<file path="src/rtl/dsm_pkg.sv">
// Shared constants and helpers for the stereo delta-sigma link (modulator and decimator).
// Widths are derived from the decimation ratio so both ends agree on the arithmetic.
package dsm_pkg;

  localparam int PCM_WIDTH_DEFAULT  = 12;
  localparam int DECIM_LOG2_DEFAULT = 6;

  // sinc^2 gain is R^2 = 2**(2*DECIM_LOG2); one extra bit holds the full-scale value.
  function automatic int acc_width(input int decim_log2);
    return 2 * decim_log2 + 1;
  endfunction

  function automatic int out_shift(input int decim_log2, input int pcm_width);
    return 2 * decim_log2 - pcm_width;
  endfunction

  function automatic int pcm_max(input int pcm_width);
    return (1 << pcm_width) - 1;
  endfunction

  localparam int PCM_MAX = (1 << PCM_WIDTH_DEFAULT) - 1;

  typedef enum logic [1:0] {
    WARM_FRAME0 = 2'd0,
    WARM_FRAME1 = 2'd1,
    WARM_DONE   = 2'd2
  } warm_e;

endpackage

</file>
<file path="src/rtl/dsm_cic2_channel.sv">
// One channel of the sinc^2 decimator: two integrators at the bit rate, two combs
// at the frame rate, then scale, saturate and hold the PCM sample.
module dsm_cic2_channel
  import dsm_pkg::*;
#(
  parameter int PCM_WIDTH  = PCM_WIDTH_DEFAULT,
  parameter int DECIM_LOG2 = DECIM_LOG2_DEFAULT
) (
  input  logic                 clk,
  input  logic                 aclr,
  input  logic                 in_bit,
  input  logic                 dump,
  input  logic                 pcm_en,
  output logic [PCM_WIDTH-1:0] pcm
);

  localparam int AW    = acc_width(DECIM_LOG2);
  localparam int SHIFT = out_shift(DECIM_LOG2, PCM_WIDTH);
  localparam logic [PCM_WIDTH-1:0] SAT_VAL = PCM_WIDTH'(pcm_max(PCM_WIDTH));

  logic [AW-1:0]        i1_q, i1_d;
  logic [AW-1:0]        i2_q, i2_d;
  logic [AW-1:0]        s_d_q, s_d_d;
  logic [AW-1:0]        c1_d_q, c1_d_d;
  logic [AW-1:0]        c1, c2, y_wide;
  logic [PCM_WIDTH:0]   y;
  logic [PCM_WIDTH-1:0] pcm_q, pcm_d;

  always_comb begin
    // NOTE: every variable gets a default before any branch, so no path can infer a latch.
    s_d_d  = s_d_q;
    c1_d_d = c1_d_q;
    pcm_d  = pcm_q;

    // Integrators and combs wrap modulo 2**AW; the differences cancel the wrap exactly.
    i1_d   = i1_q + AW'(in_bit);
    i2_d   = i2_q + i1_d;
    c1     = i2_d - s_d_q;
    c2     = c1 - c1_d_q;
    y_wide = c2 >> SHIFT;
    y      = y_wide[PCM_WIDTH:0];

    if (dump) begin
      s_d_d  = i2_d;
      c1_d_d = c1;
      if (pcm_en) begin
        pcm_d = y[PCM_WIDTH] ? SAT_VAL : y[PCM_WIDTH-1:0];
      end
    end
  end

  // NOTE: sequential state uses non-blocking assignments only, so every flop samples pre-edge values.
  always_ff @(posedge clk) begin
    if (aclr) begin
      i1_q   <= '0;
      i2_q   <= '0;
      s_d_q  <= '0;
      c1_d_q <= '0;
      pcm_q  <= '0;
    end else begin
      i1_q   <= i1_d;
      i2_q   <= i2_d;
      s_d_q  <= s_d_d;
      c1_d_q <= c1_d_d;
      pcm_q  <= pcm_d;
    end
  end

  assign pcm = pcm_q;

endmodule

</file>
<file path="src/rtl/dsm_stereo_decimator.sv">
// Stereo sinc^2 decimator: shared frame phase and warm-up tracking around two
// independent channel filters, with a one-cycle valid strobe per output frame.
module dsm_stereo_decimator
  import dsm_pkg::*;
#(
  parameter int PCM_WIDTH  = PCM_WIDTH_DEFAULT,
  parameter int DECIM_LOG2 = DECIM_LOG2_DEFAULT
) (
  input  logic                 clk,
  input  logic                 aclr,
  input  logic                 left_in,
  input  logic                 right_in,
  output logic [PCM_WIDTH-1:0] left_pcm,
  output logic [PCM_WIDTH-1:0] right_pcm,
  output logic                 pcm_valid
);

  logic [DECIM_LOG2-1:0] phase_q, phase_d;
  warm_e                 warm_q, warm_d;
  logic                  valid_q, valid_d;
  logic                  dump;
  logic                  pcm_en;

  always_comb begin
    warm_d  = warm_q;
    dump    = (phase_q == '1);
    phase_d = phase_q + DECIM_LOG2'(1);
    // The first two frames see an incomplete triangle kernel; their results are dropped.
    pcm_en  = dump && (warm_q == WARM_DONE);
    valid_d = pcm_en;

    if (dump) begin
      case (warm_q)
        WARM_FRAME0: warm_d = WARM_FRAME1;
        WARM_FRAME1: warm_d = WARM_DONE;
        default:     warm_d = WARM_DONE;
      endcase
    end
  end

  always_ff @(posedge clk) begin
    if (aclr) begin
      phase_q <= '0;
      warm_q  <= WARM_FRAME0;
      valid_q <= 1'b0;
    end else begin
      phase_q <= phase_d;
      warm_q  <= warm_d;
      valid_q <= valid_d;
    end
  end

  dsm_cic2_channel #(
    .PCM_WIDTH  (PCM_WIDTH),
    .DECIM_LOG2 (DECIM_LOG2)
  ) u_left (
    .clk    (clk),
    .aclr   (aclr),
    .in_bit (left_in),
    .dump   (dump),
    .pcm_en (pcm_en),
    .pcm    (left_pcm)
  );

  dsm_cic2_channel #(
    .PCM_WIDTH  (PCM_WIDTH),
    .DECIM_LOG2 (DECIM_LOG2)
  ) u_right (
    .clk    (clk),
    .aclr   (aclr),
    .in_bit (right_in),
    .dump   (dump),
    .pcm_en (pcm_en),
    .pcm    (right_pcm)
  );

  assign pcm_valid = valid_q;

endmodule

</file>
<file path="config.mk">
export PLATFORM = sky130hd
export DESIGN_NAME = dsm_stereo_decimator
export DESIGN_NICKNAME = d
export VERILOG_FILES = /design/src/rtl/dsm_pkg.sv /design/src/rtl/dsm_cic2_channel.sv /design/src/rtl/dsm_stereo_decimator.sv
export SDC_FILE = /design/constraint.sdc
export NUM_CORES = 1
export LEC_CHECK = 0
export CELL_PAD_IN_SITES_DETAIL_PLACEMENT = 1
export CELL_PAD_IN_SITES_GLOBAL_PLACEMENT = 2
export CORE_UTILIZATION = 35
export CTS_CLUSTER_DIAMETER = 150
export DETAILED_ROUTE_END_ITERATION = 10
export PLACE_DENSITY_LB_ADDON = 0.05
export SLEW_MARGIN = 5
export SYNTH_ARGS = -nofsm -noshare
export SYNTH_HDL_FRONTEND = slang
export SYNTH_SLANG_ARGS = --single-unit
export TNS_END_PERCENT = 5
</file>
<file path="constraint.sdc">
create_clock -name clk -period 5.7 [get_ports clk]
set_input_delay 1.14 -clock clk [delete_from_list [all_inputs] [get_ports clk]]
set_output_delay 1.14 -clock clk [all_outputs]
set_load 0.01 [all_outputs]
</file>
After elaboration in Yosys (flattened, before gate mapping):

Index checks and enable logic that the tools add are counted.

* $add $sub $neg: 9
* equal/unequal tests: 2
* muxes and demuxes: 3
* reduce and logical (&&, ||, !) cells: 3

Operators with widths (number)
* $sub A13 B13 Y13: 4
* $add A13 B1 Y13: 2
* $add A13 B13 Y13: 2
* $mux W12: 2
* $add A6 B1 Y6 const B: 1
* $eq A6 B6 Y1 const B: 1
* $eq A2 B2 Y1 const B: 1
* $logic_not A2 Y1: 1
* $mux W2: 1
* $reduce_and A2 Y1: 1
* $logic_and A1 B1 Y1: 1

* register bits: 137
* input port bits: 4
* output and inout bits: 25
* logic and storage cells: 30

Logic depth before layout (Yosys ltp):

Gate-level depths: netlist (run 1).

* depth after elaboration: 5
* gate-level depth with buffers: 27
* mapped depth without buffers: 26

Cells and area by module:

From an unflattened synthesis (run 1), not the netlist that was laid out.

* cell total of the unflattened synthesis: 931
* area total of the unflattened synthesis: 8409.3 um^2

By module, submodules not included
* dsm_cic2_channel at u_right: times used 1, cells an instance 451, area each 4058.9 um^2
* dsm_cic2_channel at u_left: times used 1, cells an instance 445, area each 3987.6 um^2
* dsm_stereo_decimator: times used 1, cells an instance 35, area each 362.8 um^2

Worst setup path before layout (run 1):

Ideal clock, no wire load.

* kind: in2reg
* from: input port left_in
* to: register u_left.pcm_q[2], in the netlist u_left.pcm[2]
* arrival time: 5.841 ns
* data required time: 5.561 ns
* slack: -0.279 ns
* stages: 25
* buffers on the path: 1
* path through: ha_1 -> ha_1 -> nand3_1 -> xnor2_1 -> ha_1 -> a21o_1 -> a221oi_2 -> a21oi_2 -> xnor2_1 -> inv_1 -> ha_1 -> nor2b_1 -> a311o_1 -> o31ai_1 -> xor2_1 -> inv_1 -> ha_1 -> nor2b_1 -> a21oi_1 -> o21a_1 -> a211o_1 -> mux2_4 -> nand2_1 -> buf_6 -> a211oi_2

* cells in the longest elaborated chain, start to end: 5

RTL lines
* start, declared: line dsm_stereo_decimator.sv:11 `input logic left_in,`
* $add A13 B1 Y13: line dsm_cic2_channel.sv:36 `i1_d = i1_q + AW'(in_bit);`
* via u_left.i1_d[4]: line dsm_cic2_channel.sv:21 `logic [AW-1:0] i1_q, i1_d;`
* $add A13 B13 Y13: line dsm_cic2_channel.sv:37 `i2_d = i2_q + i1_d;`
* via u_left.i2_d[8]: line dsm_cic2_channel.sv:22 `logic [AW-1:0] i2_q, i2_d;`
* $sub A13 B13 Y13: line dsm_cic2_channel.sv:38 `c1 = i2_d - s_d_q;`
* via u_left.c1[11]: line dsm_cic2_channel.sv:25 `logic [AW-1:0] c1, c2, y_wide;`
* $sub A13 B13 Y13: line dsm_cic2_channel.sv:39 `c2 = c1 - c1_d_q;`
* $mux W12: line dsm_cic2_channel.sv:47 `pcm_d = y[PCM_WIDTH] ? SAT_VAL : y[PCM_WIDTH-1:0];`
* end signal, assigned: line dsm_cic2_channel.sv:65 `pcm_q <= pcm_d;`
* end, declared: line dsm_cic2_channel.sv:27 `logic [PCM_WIDTH-1:0] pcm_q, pcm_d;`

The timed path passes the listed nets, and every way through them passes these cells.
A chain may end at the register's enable or synchronous reset.

Worst setup path after layout (run 1):

* from: input port left_in
* to: register u_left.pcm_q[1], in the netlist u_left.pcm[1]

Same word-level chain as after synthesis.

==> summary.md, run 1 <==
| Metric | Value |
|---|---|
| Status | completed |
| Seq cells post-synth | 137 |
| Setup TNS | 0 ns |
| First-pass GRT wire length | 36700 um |
| Layout cells sized above 1 | 0.2991 |
| Worst skew pair latency | 0.43 ns |
| Slew margin rel. | 0.4054 |
| Largest net degree at the start of global routing | 80 |
| Detailed Place HPWL | 15780 um |
| Drt wl/cell | 14.48 um |
| Post-route insts no fill | 1530 |
| Logic pwr share | 0.565 |
| CORE AREA | 22780 um^2 |
| CTS Sinks | 137 |
| Max Clock Skew | 0.01521 ns |
| Cells after Synth | 968 |
| TritonCTS clock tree | yes |
| Final ANT Viol Nets | 0 |
| Final setup violation count | 0 |
| Routed wire length | 22160 um |
| Num ports | 29 |
| Req. time, crit path | 6.00 ns |
| Congestion Overflow GR | 0 |
| CP Max Fanout | 5 |
| Crit path kind | in2reg |
| Clock power frac | 0.238 |
| Netlist cell types | 57 |
| Placed cell count | 1471 |
| Routed via count | 7341 |
| Sw power | 1831 uW |
| Fin. Hold Viols | 0 |
| Total Power | 5007 uW |
| HP Start | u_right.c1_d_q[5]$_SDFFE_PP0P_ |
| Final net count | 1297 |
| Final slew viol count | 0 |
| GRT Total Usage | 0.1910 |
| Flop pwr share | 0.197 |
| Post-synth design cell area | 8164 um^2 |
| PwrDens | 429.6 nW/um^2 |
| Antenna violations before repair | 0 |
| Critical Path Start | left_in |
| Pre-Repair DR Iteration Count | 4 |
| Worst Max-Slew Pin Slew | 0.8919 ns |
| Reg-to-Reg Start | u_left.i1_q[2]$_SDFF_PP0_ |
| Root buf cell | clkbuf_16 |
| Diodes inserted | 0 |
| RSZ-0062 raised after global routing | yes |
| Worst hold path type | reg2reg |
| Internal power | 3176 uW |
| Max cap viols | 0 |
| Syn. warnings | 0 |
| CP startpoint kind | primary input |
| Final Critical Period | 5.690 ns |
| Initial drt markers | 147 |
| Commonest cells after routing, fill and taps aside | buf_4, dfxtp_1, nand2_1 |
| Commonest non-fill, non-tap cell in the layout | buf_4 |
| Htree depth | 4 |
| # hold bufs at CTS | 0 |
| Vias in the first global route | 7678 |
| Placer's final routability congestion estimate | 0.7807 |
| Leak | 0.004979 uW |
| PortBufs | 28 |
| Num CTS Buffers | 17 |
| Die width | 154.7 um |
| Sequential cell area fraction in the yosys report | 0.3359 |
| Die ar. | 23940 um^2 |
| Layout area overhead | 42.76% |
| Sw Share | 0.3656 |
| Starting Density | 0.3584 |
| Clock buffer depth | 2 |
| Asr flop ratio synth | 0 |
| Dominant synthesized flop cell | dfxtp_1 |
| Critical Path AT | 5.99 ns |
| Critical Path End Type | flop |
| Syn avg cell area | 8.434 um^2 |
| Via density | 4.798 |
| Fmax | 0.1757 GHz |
| Syn_nets | 1061 |
| Clk slew on worst S/H paths | 0.07 ns |
| EDFF count, synth | 0 |
| Die height | 154.7 um |
| Tcrit/Tclk final | 0.9983 |
| Worst vdd ir | 230.7 uV |
| Drc violations | 0 |
| Row cnt | 55 |
==> state kept, by name, indices dropped and copies added, names as in the netlist, 13 cells and up <==
signal,cells
u_left.i1_q,13
u_left.c1_d_q,13
u_left.i2_q,13
u_right.s_d_q,13
u_right.i1_q,13
u_right.c1_d_q,13
u_left.s_d_q,13
u_right.i2_q,13
==> power groups by stage <==
stage	Clock [uW]	Combinational, uW	Sequential, uW
after CTS	1230	2620	986
after detailed placement	0	2480	1010
after global routing	1270	3100	988
after global placement	0	2470	1010
after floorplan	0	1440	1000
final	1190	2830	986
==> cell type report <==
cell class                 count  area, um^2
timing repair buffer         250        1968
tap                          313       391.6
multi-input combinational    728        5673
fill                        2666       11120
clock buffer                  20       456.7
sequential                   137        2743
clock inverter                12       160.2
inverter                      70       262.8
==> per-layer routing <==
| metal | global-route usage | wire length, um | part of all wire |
|---|---|---|---|
| met1 | 0.2250 | 9992 | 0.45 |
| met2 | 0.3601 | 11680 | 0.53 |
| met3 | 0.03138 | 282 | 0.013 |
| met4 | 0.04055 | 206 | 0.0093 |
| met5 | 0 | 0 | 0 |
==> cells by family after synthesis <==
kind of cell	share of synthesized area
simple gates	0.1890
fa+ha+maj	0.1419
mux	0.005670
buf+inv	0.04919
flops	0.3359
xor+xnor	0.09885
compound gates	0.1795
==> Yosys cell counts (3+ instances only) <==
cell,n,area (um^2)
o21a_1,15,112.6
nor2b_1,51,319.1
clkbuf_1,30,112.6
and3_1,6,37.54
a31oi_1,9,56.30
nand2b_1,11,68.82
o21bai_1,5,37.54
nor2_1,99,371.6
a211oi_2,10,125.1
or3_1,10,62.56
inv_1,70,262.8
nand3b_1,4,30.03
a21o_1,16,120.1
ha_1,83,1039
a21oi_1,80,400.4
xor2_1,27,236.5
a211oi_1,17,127.6
nand2_1,101,379.1
and2_1,4,25.02
fa_1,6,120.1
o31ai_1,6,45.04
o211ai_1,4,30.03
nor3b_1,3,22.52
or2_2,3,18.77
nand4_1,3,18.77
o21ai_0,33,165.2
dfxtp_1,137,2743
nor3_1,13,65.06
nand3_1,13,65.06
a311oi_1,8,70.07
xnor2_1,57,499.2
==> timing repair <==
item                                    CTS  global route
cloned                                    0             1
setup buffers                            15            11
endpoints found under the setup margin   24            24
resized for setup                        40            71
pin swaps                                35            53
==> worst paths after layout <==
kind                                          to  slack, ns  cells after the start
setup / recovery      u_left.pcm[1]$_SDFFE_PP0P_       0.01                     27
hold reg to reg   u_right.c1_d_q[5]$_SDFFE_PP0P_       0.45                      2
hold / removal    u_right.c1_d_q[5]$_SDFFE_PP0P_       0.45                      2
setup reg to reg      u_left.pcm[1]$_SDFFE_PP0P_       0.35                     25
==> worst max-delay path, cell delays in order <==
cell and delay (ns):
buf_6 0.07, ha_4 0.13, ha_4 0.16, nand3_4 0.10
xnor2_4 0.24, ha_4 0.24, a21o_1 0.21, a221oi_4 0.34
buf_4 0.17, a21oi_4 0.06, xnor2_2 0.21, inv_2 0.07
ha_4 0.26, nor2b_4 0.12, a311o_1 0.37, o31ai_2 0.27
xor2_1 0.23, inv_1 0.11, ha_4 0.28, nor2b_4 0.16
a21oi_2 0.08, o21a_1 0.12, a211o_1 0.25, mux2_4 0.28
buf_4 0.14, a21oi_2 0.13, nor3_1 0.05
==> metrics by stage <==
stage	utilization	setup WS [ns]	cell area (um^2)	hold slack [ns]
detailed placement	0.4515	-0.9311	10280	0.4463
floorplan	-	-0.008062	8265	0.4176
CTS	0.4908	-0.07257	11180	0.4567
finish	0.5117	0.009618	11650	0.4530
global route	0.5117	-0.2257	11650	0.4771
global placement	0.4515	-0.8804	10280	0.4336
(Power assumes the default switching activity.)
==> run 2, diff against run 1 <==
- clock period: 5.7 -> 4.9 ns (I/O delays scaled with it)
==> run 2 against run 1 <==
The run now ends with negative setup slack left. Clock skew is 0.0034 ns lower. Combinational power is 11% higher. Via count is 0.86% lower. Cell area is 1.8% lower. Worst setup slack worse by 0.61 ns. Hold slack worse by 0.0048 ns. Core utilization is 0.92 points lower. Critical endpoint is now u_left.pcm[7]$_SDFFE_PP0P_. Largest cell class unchanged. Highest routed layer unchanged.
==> summary.md, run 2 (same netlist as run 1, synthesis figures left out) <==
| Metric | Value |
|---|---|
| Critical Path Start | left_in (unchanged) |
| Req. time, crit path | 5.16 ns (was 6.00 ns) |
| Layout cells sized above 1 | 0.2861 (was 0.2991) |
| Final setup violation count | 24 (was 0) |
| Routed wire length | 21810 um (was 22160 um) |
| Detailed Place HPWL | 15800 um (was 15780 um) |
| Worst R2R Path Depth | 26 (was 25) |
| Final ANT Viol Nets | 0 (unchanged) |
| Num ports | 29 (unchanged) |
| Congestion Overflow GR | 0 (unchanged) |
| Max cap viols | 0 (unchanged) |
| Die height | 154.7 um (unchanged) |
| Failing checks | negative setup slack |
| Slowest Stage Delay on Critical Path | 0.35 ns (was 0.37 ns) |
| CORE AREA | 22780 um^2 (unchanged) |
| Status | finished, violations left (was completed) |
| Antenna violations before repair | 0 (unchanged) |
| Max Clock Skew | 0.01178 ns (was 0.01521 ns) |
| Commonest non-fill, non-tap cell in the layout | buf_4 (unchanged) |
| Critical Path AT | 5.75 ns (was 5.99 ns) |
| Largest net degree at the start of global routing | 87 (was 80) |
| Pre-Repair DR Iteration Count | 4 (unchanged) |
| Worst hold path type | reg2reg (unchanged) |
| TritonCTS clock tree | yes (unchanged) |
| Worst Max-Slew Pin Slew | 1.039 ns (was 0.8919 ns) |
| RSZ-0062 raised after global routing | yes (unchanged) |
| Layout fillers | 2650 (was 2666) |
| Tcrit/Tclk final | 1.122 |
| R2r setup slk | -0.34 ns (was 0.35 ns) |
| Critical Path Sink | u_left.pcm[7]$_SDFFE_PP0P_ (was u_left.pcm[1]$_SDFFE_PP0P_) |
| Fin. Hold Viols | 0 (unchanged) |
| Root buf cell | clkbuf_16 (unchanged) |
| Slowest CP cell | a311o_1 (unchanged) |
| Clk slew on worst S/H paths | 0.06 ns (was 0.07 ns) |
| Die ar. | 23940 um^2 (unchanged) |
| CP Max Fanout | 6 (was 5) |
| Met2 Usage GRT | 0.3641 (was 0.3601) |
| PwrDens | 488.2 nW/um^2 (was 429.6 nW/um^2) |
| Setup ws final | -0.5965 ns (was 0.009618 ns) |
| Fmax | 0.1819 GHz |
| First-pass GRT wire length | 36710 um (was 36700 um) |
| Post-route insts no fill | 1519 (was 1530) |
| Layout area overhead | 40.18% (was 42.76%) |
| Pre-CTS WS | -1.594 ns (was -0.9311 ns) |
| Slew margin rel. | 0.3072 (was 0.4054) |
| Post-DP Area | 10290 um^2 (was 10280 um^2) |
| Htree depth | 4 (unchanged) |
| Final net count | 1287 (was 1297) |
| PortBufs | 28 (unchanged) |
| Vias in the first global route | 7751 (was 7678) |
| CP startpoint kind | primary input (unchanged) |
| CTS Sinks | 137 (unchanged) |
| Num CTS Buffers | 17 (unchanged) |
| Row cnt | 55 (unchanged) |
| Critical Path End Type | flop (unchanged) |
| Starting Density | 0.3584 (unchanged) |
| Reg-to-Reg Start | u_left.i1_q[0]$_SDFF_PP0_ (was u_left.i1_q[2]$_SDFF_PP0_) |
| Diodes inserted | 0 (unchanged) |
| Placer's final routability congestion estimate | 0.7567 (was 0.7807) |
| HP Start | phase_q[0]$_SDFF_PP0_ (was u_right.c1_d_q[5]$_SDFFE_PP0P_) |
| Design Area, Final | 11440 um^2 (was 11650 um^2) |
| Met1 Use GR | 0.2145 (was 0.2250) |
| Clock buffer depth | 2 (unchanged) |
| Leak | 0.004864 uW (was 0.004979 uW) |
| Worst skew pair latency | 0.42 ns (was 0.43 ns) |
| Die width | 154.7 um (unchanged) |
| Initial drt markers | 151 (was 147) |
| Drc violations | 0 (unchanged) |
| Commonest cells after routing, fill and taps aside | buf_4, dfxtp_1, nand2_1 (unchanged) |
| Drt wl/cell | 14.36 um (was 14.48 um) |
| Worst vdd ir | 305.4 uV (was 230.7 uV) |
| Via density | 4.791 (was 4.798) |
| Crit path kind | in2reg (unchanged) |
| M3 GR Usage | 0.03502 (was 0.03138) |
| Placed cell count | 1470 (was 1471) |
| Final slew viol count | 0 (unchanged) |
| GRT Total Usage | 0.1909 (was 0.1910) |
| Cell mode on critical path | ha_4 (unchanged) |
| Routed via count | 7278 (was 7341) |
| Worst r2r dst | u_left.pcm[7]$_SDFFE_PP0P_ (was u_left.pcm[1]$_SDFFE_PP0P_) |
| Final Critical Period | 5.496 ns |
| Gr busiest metal | met2 (unchanged) |
| Hold Path Cell Cnt | 1 (was 2) |
run 2: changes by cell type in the layout (fill, tap and decap cells not counted), sizes merged:
cell / change
clkinvlp: +1
clkdlybuf4s15: +1
clkbuf: +4
dlygate4sd2: -1
buf: -10
inv: -5
bufinv: -1
run 2: worst min-delay path by stage:
stage / endpoint
after global routing: u_right.c1_d_q[3]$_SDFFE_PP0P_
after CTS: phase_q[0]$_SDFF_PP0_
after detailed placement: phase_q[0]$_SDFF_PP0_
final: phase_q[0]$_SDFF_PP0_
after global placement: phase_q[0]$_SDFF_PP0_
after floorplan: phase_q[0]$_SDFF_PP0_
run 2: through the flow:
stage / setup TNS (ns) / power (uW) / utilization / hold slack (ns)
after floorplan: -12.23 / 2849 / - / 0.4176
after global placement: -34.62 / 4099 / 0.4516 / 0.4339
after detailed placement: -37.69 / 4129 / 0.4516 / 0.4390
after CTS: -12.27 / 5590 / 0.4933 / 0.4550
after global routing: -19.05 / 6024 / 0.5024 / 0.4697
final: -11.87 / 5587 / 0.5024 / 0.4483
run 2: what timing repair did:
item | in CTS | in global routing
pin swaps | 46 | 39
resized for setup | 50 | 42
setup buffers | 13 | 6
hold buffers | 0 | 0
gates cloned | 1 | 0
setup endpoints to repair | 25 | 24
run 2: where the power goes:
part / internal, uW / switching [uW] / total (uW)
combinational: 1640 / 1500 / 3140
sequential: 1130 / 13.8 / 1150
clock: 812 / 490 / 1300
total: 3590 / 2000 / 5590
run 2: area by class of cell:
class | count | area [um^2] | share of cell area
clock inverters | 7 | 90.09 | 0.007871
flip-flops and latches | 137 | 2743 | 0.2396
inverters | 70 | 262.8 | 0.02296
clock buffers | 24 | 501.7 | 0.04384
multi-input cells | 728 | 5564 | 0.4862
well taps | 313 | 391.6 | 0.03422
repair buffers | 240 | 1892 | 0.1653
run 2: per-layer routing:
metal | up-vias | wire length, um
met5 | - | 0
met3 | 21 | 325
li1 | 3744 | -
met1 | 3469 | 9499
met4 | 0 | 247
met2 | 44 | 11740
run 2: critical path, delay by kind of cell:
kind / cells / cell delay [ns]
XOR/XNOR: 3 / 0.60
adder cells (fa/ha/maj): 5 / 1.17
AO/OA/AOI/OAI: 6 / 0.97
AND/OR/NAND/NOR: 6 / 0.95
buffers and inverters: 5 / 0.58
multiplexers: 2 / 0.48
